### src/rtl/info_fdsti_blk_cmd_gen.sv
// ---------------------------------------------------------------------------
// info_fdsti_blk_cmd_gen
//
// Drains the per-target-lane info FIFOs. Lanes are served round-robin, one
// entry at a time. Each entry {FDSSI, SSI, STI, LEN} expands into LEN
// block-move beats whose source/target addresses walk up from the segment
// base addresses (index << SEG_SHIFT).
//
// Ports
//   clk, rst      : clock, asynchronous active-high reset
//   s_info        : T packed entries, lane j at [j*E_WIDTH +: E_WIDTH]
//   s_info_valid  : per-lane entry available
//   s_info_ready  : per-lane pop strobe (one-hot or zero)
//   in_finish     : upstream-finished pulse, captured sticky
//   cmd_*         : command beat stream (valid/ready)
//   drain_done    : finished, idle and every lane empty (registered)
//
// Handshake: a beat transfers on a cycle where cmd_valid && cmd_ready are both
// high; while cmd_valid is high and cmd_ready low every cmd_* field holds. A
// lane entry transfers on a cycle where s_info_valid[j] && s_info_ready[j].
// ---------------------------------------------------------------------------
module info_fdsti_blk_cmd_gen #(
   parameter int O_TAM_WIDTH   = 2,
   parameter int I_FDSSI_WIDTH = 12,
   parameter int I_SSI_WIDTH   = 8,
   parameter int I_STI_WIDTH   = 8,
   parameter int LWIDTH        = 32,
   parameter int AWIDTH        = 32,
   parameter int SEG_SHIFT     = 16,
   parameter int E_WIDTH       = I_FDSSI_WIDTH + I_SSI_WIDTH + I_STI_WIDTH + LWIDTH
) (
   input  logic                              clk,
   input  logic                              rst,
   input  logic [E_WIDTH*(2**O_TAM_WIDTH)-1:0] s_info,
   input  logic [(2**O_TAM_WIDTH)-1:0]       s_info_valid,
   output logic [(2**O_TAM_WIDTH)-1:0]       s_info_ready,
   input  logic                              in_finish,
   output logic                              cmd_valid,
   input  logic                              cmd_ready,
   output logic [I_FDSSI_WIDTH-1:0]          cmd_fdssi,
   output logic [O_TAM_WIDTH-1:0]            cmd_tlane,
   output logic [AWIDTH-1:0]                 cmd_src,
   output logic [AWIDTH-1:0]                 cmd_dst,
   output logic                              cmd_last,
   output logic                              drain_done
);

   localparam int T = 2**O_TAM_WIDTH;

   typedef enum logic {ST_IDLE, ST_RUN} state_e;

   state_e                   state_q, state_d;
   logic [O_TAM_WIDTH-1:0]   rr_q, rr_d;
   logic                     finish_q, finish_d;
   logic [LWIDTH-1:0]        off_q, off_d;
   logic [LWIDTH-1:0]        len_q, len_d;
   logic                     cmd_valid_q, cmd_valid_d;
   logic [I_FDSSI_WIDTH-1:0] cmd_fdssi_q, cmd_fdssi_d;
   logic [O_TAM_WIDTH-1:0]   cmd_tlane_q, cmd_tlane_d;
   logic [AWIDTH-1:0]        cmd_src_q, cmd_src_d;
   logic [AWIDTH-1:0]        cmd_dst_q, cmd_dst_d;
   logic                     cmd_last_q, cmd_last_d;
   logic                     drain_q, drain_d;

   // Round-robin search and the selected lane's entry fields
   logic                     grant_vld;
   logic [O_TAM_WIDTH-1:0]   grant_idx;
   logic [O_TAM_WIDTH-1:0]   cand_idx;
   logic [E_WIDTH-1:0]       sel_entry;
   logic [LWIDTH-1:0]        sel_len;
   logic [I_STI_WIDTH-1:0]   sel_sti;
   logic [I_SSI_WIDTH-1:0]   sel_ssi;
   logic [I_FDSSI_WIDTH-1:0] sel_fdssi;
   logic                     pop;
   logic                     beat_xfer;
   logic [LWIDTH-1:0]        off_nxt;

   always_comb begin
      grant_vld = 1'b0;
      grant_idx = rr_q;
      cand_idx  = rr_q;
      for (int i = 0; i < T; i++) begin
         // Lane index arithmetic wraps at T for free in O_TAM_WIDTH bits
         cand_idx = rr_q + O_TAM_WIDTH'(i);
         if (!grant_vld && s_info_valid[cand_idx]) begin
            grant_vld = 1'b1;
            grant_idx = cand_idx;
         end
      end
   end

   assign sel_entry = s_info[grant_idx*E_WIDTH +: E_WIDTH];
   assign sel_len   = sel_entry[LWIDTH-1:0];
   assign sel_sti   = sel_entry[LWIDTH +: I_STI_WIDTH];
   assign sel_ssi   = sel_entry[LWIDTH+I_STI_WIDTH +: I_SSI_WIDTH];
   assign sel_fdssi = sel_entry[LWIDTH+I_STI_WIDTH+I_SSI_WIDTH +: I_FDSSI_WIDTH];

   // rst gates the pop so no entry is consumed while the block is held in reset
   assign pop       = (state_q == ST_IDLE) && grant_vld && !rst;
   assign beat_xfer = cmd_valid_q && cmd_ready;
   assign off_nxt   = off_q + LWIDTH'(1);

   // State register (all flops)
   always_ff @(posedge clk or posedge rst) begin
      if (rst) begin
         state_q     <= ST_IDLE;
         rr_q        <= '0;
         finish_q    <= 1'b0;
         off_q       <= '0;
         len_q       <= '0;
         cmd_valid_q <= 1'b0;
         cmd_fdssi_q <= '0;
         cmd_tlane_q <= '0;
         cmd_src_q   <= '0;
         cmd_dst_q   <= '0;
         cmd_last_q  <= 1'b0;
         drain_q     <= 1'b0;
      end else begin
         state_q     <= state_d;
         rr_q        <= rr_d;
         finish_q    <= finish_d;
         off_q       <= off_d;
         len_q       <= len_d;
         cmd_valid_q <= cmd_valid_d;
         cmd_fdssi_q <= cmd_fdssi_d;
         cmd_tlane_q <= cmd_tlane_d;
         cmd_src_q   <= cmd_src_d;
         cmd_dst_q   <= cmd_dst_d;
         cmd_last_q  <= cmd_last_d;
         drain_q     <= drain_d;
      end
   end

   // Next-state logic
   always_comb begin
      state_d = state_q;
      case (state_q)
         ST_IDLE: if (pop && (sel_len != '0)) state_d = ST_RUN;
         ST_RUN:  if (beat_xfer && cmd_last_q) state_d = ST_IDLE;
         default: state_d = ST_IDLE;
      endcase
   end

   // Output / datapath logic
   always_comb begin
      s_info_ready = '0;
      rr_d         = rr_q;
      off_d        = off_q;
      len_d        = len_q;
      cmd_valid_d  = cmd_valid_q;
      cmd_fdssi_d  = cmd_fdssi_q;
      cmd_tlane_d  = cmd_tlane_q;
      cmd_src_d    = cmd_src_q;
      cmd_dst_d    = cmd_dst_q;
      cmd_last_d   = cmd_last_q;
      finish_d     = finish_q | in_finish;
      drain_d      = finish_q && (state_q == ST_IDLE) && (s_info_valid == '0);

      case (state_q)
         ST_IDLE: begin
            if (pop) begin
               s_info_ready[grant_idx] = 1'b1;
               rr_d = grant_idx + O_TAM_WIDTH'(1);
               // A zero-length entry is consumed without producing a beat
               if (sel_len != '0) begin
                  len_d       = sel_len;
                  off_d       = '0;
                  cmd_valid_d = 1'b1;
                  cmd_fdssi_d = sel_fdssi;
                  cmd_tlane_d = grant_idx;
                  cmd_src_d   = AWIDTH'(sel_ssi) << SEG_SHIFT;
                  cmd_dst_d   = AWIDTH'(sel_sti) << SEG_SHIFT;
                  cmd_last_d  = (sel_len == LWIDTH'(1));
               end
            end
         end
         ST_RUN: begin
            if (beat_xfer) begin
               if (cmd_last_q) begin
                  cmd_valid_d = 1'b0;
                  cmd_last_d  = 1'b0;
                  off_d       = '0;
               end else begin
                  // base + off advances by one per beat, so the addresses
                  // simply increment (wrapping modulo 2**AWIDTH)
                  off_d      = off_nxt;
                  cmd_src_d  = cmd_src_q + AWIDTH'(1);
                  cmd_dst_d  = cmd_dst_q + AWIDTH'(1);
                  cmd_last_d = (off_nxt == (len_q - LWIDTH'(1)));
               end
            end
         end
         default: ;
      endcase
   end

   assign cmd_valid  = cmd_valid_q;
   assign cmd_fdssi  = cmd_fdssi_q;
   assign cmd_tlane  = cmd_tlane_q;
   assign cmd_src    = cmd_src_q;
   assign cmd_dst    = cmd_dst_q;
   assign cmd_last   = cmd_last_q;
   assign drain_done = drain_q;

endmodule

### config.mk
export PLATFORM = sky130hd
export DESIGN_NAME = info_fdsti_blk_cmd_gen
export DESIGN_NICKNAME = d
export VERILOG_FILES = /design/src/rtl/info_fdsti_blk_cmd_gen.sv
export SDC_FILE = /design/constraint.sdc
export NUM_CORES = 1
export LEC_CHECK = 0
export CAP_MARGIN = 20
export CORE_MARGIN = 2
export CORE_UTILIZATION = 30
export CTS_CLUSTER_SIZE = 28
export DETAILED_ROUTE_END_ITERATION = 8
export SYNTH_ARGS = -nofsm -noshare
export SYNTH_HDL_FRONTEND = slang
export SYNTH_SLANG_ARGS = --single-unit
export TNS_END_PERCENT = 1
### constraint.sdc
create_clock -name clk -period 6.3 [get_ports clk]
set_input_delay 1.26 -clock clk [delete_from_list [all_inputs] [get_ports clk]]
set_output_delay 1.26 -clock clk [all_outputs]
set_load 0.1 [all_outputs]
==> results of run 1 <==
==> final timing paths <==
| kind | endpoint | slack [ps] | start | cells past startpoint |
|---|---|---|---|---|
| max reg2reg | cmd_src[17] | 1990 | rr_q[1] | 13 |
| min reg2reg | finish_q | 460 | finish_q | 1 |
| min | finish_q | 460 | finish_q | 1 |
| max | s_info_ready[1] | 770 | s_info_valid[3] | 10 |
| min in group asynchronous | cmd_fdssi[1] | 1340 | rst | 2 |
| max in group asynchronous | state_q | 3890 | rst | 3 |
==> layout by cell type, fill, tap and decap left out, types with 16 or more instances in the layout <==
cell / n
sky130_fd_sc_hd__a21oi_1: 63
sky130_fd_sc_hd__a22oi_1: 17
sky130_fd_sc_hd__a31o_2: 32
sky130_fd_sc_hd__a31oi_1: 29
sky130_fd_sc_hd__and3_1: 35
sky130_fd_sc_hd__buf_4: 17
sky130_fd_sc_hd__clkbuf_16: 17
sky130_fd_sc_hd__clkdlybuf4s50_1: 328
sky130_fd_sc_hd__dfrtp_1: 148
sky130_fd_sc_hd__inv_1: 42
sky130_fd_sc_hd__nand2_1: 235
sky130_fd_sc_hd__nand3_1: 161
sky130_fd_sc_hd__nand4_1: 45
sky130_fd_sc_hd__nor2_1: 46
sky130_fd_sc_hd__nor2b_1: 37
sky130_fd_sc_hd__nor3_1: 68
sky130_fd_sc_hd__nor4_1: 16
sky130_fd_sc_hd__o21ai_0: 85
sky130_fd_sc_hd__o221ai_1: 18
sky130_fd_sc_hd__xnor2_1: 56
sky130_fd_sc_hd__xor2_1: 30
==> logic make-up after synthesis <==
family,share of synthesized area
buf+inv,0.0552
xor+xnor,0.0686
compound gates,0.191
fa+ha+maj,0.00912
flops,0.340
mux,0.0178
simple gates,0.318
==> per-layer routing <==
layer  wire length, um  vias up  share of wire  global-route usage
li1                  -     5737              -                   -
met4               937        2          0.023              0.0670
met5                13        -        0.00032                   0
met2             19200      422           0.47               0.342
met3              2470       53          0.061              0.0430
met1             17800     5738           0.44               0.280
==> registers in the layout, summed over array words and instances (netlist names), 2 cells and up <==
name	cells
cmd_dst	32
len_q	32
off_q	32
rr_q	2
cmd_fdssi	12
cmd_src	32
cmd_tlane	2
==> worst reg2reg max path, delay by kind of cell, from the launching register on <==
kind            cells  cell delay, ps
flops               1             470
buf+inv             3             810
compound gates      3             780
simple gates        7            2150
==> area by class of cell <==
cell class,count,area [um^2]
fillers,3653,21000
diodes,1,2.50
inverters,45,174
clock buffers,19,453
clock inverters,13,160
multi-input cells,1145,6700
well taps,468,586
repair buffers,354,3590
flip-flops and latches,149,3730
==> per-stage QoR <==
stage                     setup WS (ps)   util
final                               774  0.423
after global routing                561  0.423
after CTS                           755  0.423
after detailed placement            619  0.406
after global placement              630  0.406
after floorplan                    1030      -
==> report_power, final <==
group	internal (uW)	total, uW	switching, uW
clock	618	1080	461
sequential	1230	1640	403
combinational	1230	3800	2570
==> results.md, run 1 <==
- Final setup viols: 0
- Worst slew margin relative to its limit: 0.284
- CTS max path bufs: 2
- Rows: 70
- Number of distinct library cells after synthesis: 61
- Critical Path AT: 4270 ps
- Final hold violation count: 0
- Residual DRC count: 0
- Min Clock Period, post-route: 5530 ps
- Detail Placement HPWL: 30.1 mm
- Antenna violations before repair: 2
- Post-Synthesis Mean Instance Area: 7.60 um^2
- Number of global-route vias before repair: 11,500
- Horizontal extent of the die: 195 um
- Run status: finished clean
- Share of the clock period used by the worst path after layout: 0.877
- Core Box Area: 36,300 um^2
- Max-capacitance violation count: 0
- Clock tree from TritonCTS: yes
- Register bit count reported by yosys: 149
- Synthesized instance count: 1,444
- Primary flip-flop cell chosen by synthesis mapping: sky130_fd_sc_hd__dfrtp_1
- Critical Path Start Type: input port
- First DRT Iteration DRCs: 1,006
- Final hold slack: 461 ps
- Routed WL: 40.4 mm
- Crit path capture type: output port
- Most common cell in the synthesized netlist: sky130_fd_sc_hd__nand2_1
- H-tree depth reported by CTS: 4
- Netlist Area Pre-Place: 11,000 um^2
- Share of final-layout standard cells stronger than drive strength 1: 0.0672
- Last weighted congestion value of the routability-driven placer: 0.871
- Total routing usage reported by global routing: 0.210
- Top cells by area in the synthesized netlist: sky130_fd_sc_hd__dfrtp_1 (34%), sky130_fd_sc_hd__nand2_1 (8.1%), sky130_fd_sc_hd__nand3_1 (7.3%)
- Die height: 195 um
- Sequential-to-total area share from yosys stat: 0.340
- Placement Cell Area: 14,800 um^2
- CTS-repair resized insts: 0
- Path category of the worst min-delay check: register to register
- Global-route wire length before repair: 64.1 mm
- Number of port buffers: 332
- Unrepaired setup endpoints after global routing: false
- Slew Viols, Final: 0
- Fmax: 181 MHz
- Post-DR vias/cell: 5.45
- Critical path buffer and inverter count: 5
- Post-route cell area: 15,400 um^2
- Inserted Clock Buffers: 17
- Post-Route Setup TNS: 0 ps
- Kind of critical path: input port to output port
- Largest net degree at the start of global routing: 90
- Post-CTS setup buffers: 0
- Number of flops mapped to enable cells by yosys: 0
- Clock slew at reported path FFs: 70 ps
- Cell Count, Final, Fillers Out: 2,194
- Required time of the critical path: 5040 ps
- Instance count after placement with tap cells included: 2,160
- Starting density of the core: 0.302
- Cell Chain, Critical Path: clkdlybuf4s50_1 > and3b_1 > or4_2 > nand2_2 > buf_4 > inv_2 > buf_4 > ha_1 > and2_1 > buf_12
- Maximum fanout along the worst path: 58
- Dominant cell type by area after synthesis: sky130_fd_sc_hd__dfrtp_1
- Antenna-violating nets left: 0
- Area grow syn2layout: 40.2%
- Final Skew: 15.7 ps
- Net total in the final layout: 1,968
- Worst path slowest cell: sky130_fd_sc_hd__clkdlybuf4s50_1
- Number of vias in the routed layout: 12,000
- Area of the die: 38,100 um^2
- Congestion Overflow GR: 0
- Routed wire per std cell: 18.4 um
- Total number of yosys warnings: 0
- Most used standard cells in the synthesized netlist: sky130_fd_sc_hd__nand2_1 (236), sky130_fd_sc_hd__nand3_1 (161), sky130_fd_sc_hd__dfrtp_1 (149)
- Ports placed on the boundary: 333
- Area fraction of the dominant cell type after synthesis: 0.340
- Transition time at the pin with the least slew margin: 1070 ps
- Top cell family by delay on the critical path: buffers and inverters
- Leakage Power: 0.00645 uW
- Initial DRT Pass Iterations: 5
- Synthesized Nets: 1,700
- Num Clock Sinks: 149
- Worst ir drop on vdd: 0.326 mV
- Critical path's largest stage delay: 650 ps
- PnR Total Power: 6520 uW
- Power density over cell area: 424 nW/um^2
- Async set-reset flop share out of synthesis: 1.00
- Clock latency of the later-clocked register in the worst-skew pair: 430 ps
- Most prevalent standard cell on the critical path: sky130_fd_sc_hd__buf_4
- Cell chosen for the clock root: sky130_fd_sc_hd__clkbuf_16
- Number of buffers inserted for hold repair after clock tree synthesis: 0
Power figures use the tool's default switching activity.
==> run 2: changes to the inputs <==
DONT_BUFFER_PORTS = 1   (was unset)
==> results.md, run 2 (same netlist as run 1, synthesis figures left out) <==
- Run status: finished clean
- CTS-repair resized insts: 0
- Reg-to-Reg Start: rr_q[1]
- Destination of the worst hold path: finish_q
- Kind of critical path: input port to output port
- Unrepaired setup endpoints after global routing: false
- Highest-count cells in the layout ignoring fill and taps: sky130_fd_sc_hd__nand2_1 (235), sky130_fd_sc_hd__nand3_1 (161), sky130_fd_sc_hd__dfrtp_1 (148)
- Antenna violations before repair: 0
- First DRT Iteration DRCs: 886
- Inserted Clock Buffers: 17
- Area of the die: 38,100 um^2
- Last weighted congestion value of the routability-driven placer: 0.874
- Ports placed on the boundary: 333
- Setup crit start: s_info_valid[0]
- PnR Total Power: 6040 uW
- Total routing usage reported by global routing: 0.189
- Power density over cell area: 503 nW/um^2
- Critical path buffer and inverter count: 2
- Sequential share of power: 0.454
- Post-CTS setup buffers: 0
- Net switching power of the design: 3290 uW
- Rows: 70
- Number of buffers inserted for hold repair after clock tree synthesis: 0
- Post-Route Setup TNS: 0 ps
- Clock slew at reported path FFs: 60 ps
- Largest net degree at the start of global routing: 87
- Final Skew: 10.4 ps
- Switching share of power: 0.544
- Final setup viols: 0
- Maximum fanout along the worst path: 62
- Number of global-route vias before repair: 9,965
- Worst slew margin relative to its limit: 0.218
- Leakage Power: 0.00514 uW
- Worst r2r dst: len_q[28]
- Worst hold path depth: 1
- Worst path slowest cell: sky130_fd_sc_hd__and2_1
- Clock tree from TritonCTS: yes
- Path category of the worst min-delay check: register to register
- Share of final-layout standard cells stronger than drive strength 1: 0.0804
- Cell chosen for the clock root: sky130_fd_sc_hd__clkbuf_16
- Fmax: 189 MHz
- Share of the clock period used by the worst path after layout: 0.842
- Net total in the final layout: 1,638
- Worst-case reg-to-reg path depth: 14
- Transition time at the pin with the least slew margin: 1170 ps
- Min Clock Period, post-route: 5300 ps
- Number of vias in the routed layout: 10,700
- Core Box Area: 36,300 um^2
- Critical Path Start Type: input port
- Commonest non-fill, non-tap cell in the layout: sky130_fd_sc_hd__nand2_1
- Antenna diode instance count: 0
- Critical Path AT: 4040 ps
- Starting density of the core: 0.302
- HP Start: finish_q
- Num Clock Sinks: 149
- Slew Viols, Final: 0
- H-tree depth reported by CTS: 4
- Die height: 195 um
- Initial DRT Pass Iterations: 5
- Top cell family by delay on the critical path: simple AND/OR/NAND/NOR gates
- Required time of the critical path: 5040 ps
- Most prevalent standard cell on the critical path: sky130_fd_sc_hd__buf_4
- Routed WL: 36.5 mm
- Worst R2R Setup Slack: 1600 ps
- Area grow syn2layout: 9.36%
- CTS max path bufs: 2
- Combinational cell fraction of total power: 0.359
- Antenna-violating nets left: 0
- Max-capacitance violation count: 0
- Clock latency of the later-clocked register in the worst-skew pair: 440 ps
- Global-route wire length before repair: 57.2 mm
- Crit path capture type: output port
- Residual DRC count: 0
- Cell Chain, Critical Path: nor2b_1 > or4_2 > buf_4 > nand2_2 > buf_4 > ha_1 > and2_1
- Post-DR vias/cell: 5.75
- Clock power frac: 0.188
- Number of port buffers: 0
- Worst ir drop on vdd: 0.436 mV
- Final hold violation count: 0
- Horizontal extent of the die: 195 um
- Critical path's largest stage delay: 790 ps
- Detail Placement HPWL: 26.7 mm
- Congestion Overflow GR: 0
- Internal power consumption: 2760 uW
- Routed wire per std cell: 19.6 um
==> run 2: cell types whose count changed in the layout (fill, tap and decap cells not counted), sizes merged <==
cell           before  now
clkbuf             19   22
inv                51   45
buf                26   24
bufinv              2    4
diode               1    0
clkdlybuf4s50     328    0
clkinv              2    3
clkinvlp            3    1
==> run 2: how the worst max path moves through the flow <==
stage                                  to  depth (start not counted)  slack [ps]
after floorplan                cmd_dst[0]                          1        1030
after global placement    s_info_ready[3]                          7        1020
after detailed placement        off_q[22]                         12         870
after CTS                 s_info_ready[3]                          7         980
after global routing      s_info_ready[1]                         10         820
final                     s_info_ready[3]                          7        1000
==> run 2: through the flow <==
step / hold WS [ps] / utilization / cells / worst slack, ps / cell area, um^2
4_1_cts: 466 / 0.330 / 1861 / 981 / 12000
5_1_grt: 489 / 0.330 / 1861 / 817 / 12000
3_3_place_gp: 448 / 0.313 / 1831 / 1020 / 11400
2_1_floorplan: 428 / - / 1444 / 1030 / 11000
6_report: 460 / 0.330 / 1861 / 996 / 12000
3_5_place_dp: 450 / 0.313 / 1831 / 872 / 11400
==> run 2: power by group through the flow <==
stage | Sequential (uW) | Combinational [uW] | Clock, uW
after floorplan | 2600 | 1710 | 0
after global placement | 2750 | 2110 | 0
after detailed placement | 2750 | 2160 | 0
after CTS | 2740 | 2170 | 1160
after global routing | 2790 | 2440 | 1200
final | 2740 | 2170 | 1130
==> run 2: layout make-up <==
class                      instances  area, um^2
fill                            3796       24300
multi-input combinational       1145        6700
sequential                       149        3730
tap                              468         586
clock buffer                      22         494
timing repair buffer              24         180
inverter                          45         174
clock inverter                     8         146
==> run 2: routing by layer <==
metal	vias up	wire length, um	global-route usage
li1	5079	-	-
met1	5170	16100	0.248
met2	416	17500	0.313
met3	33	2340	0.0401
met4	0	555	0.0551
met5	-	0	0
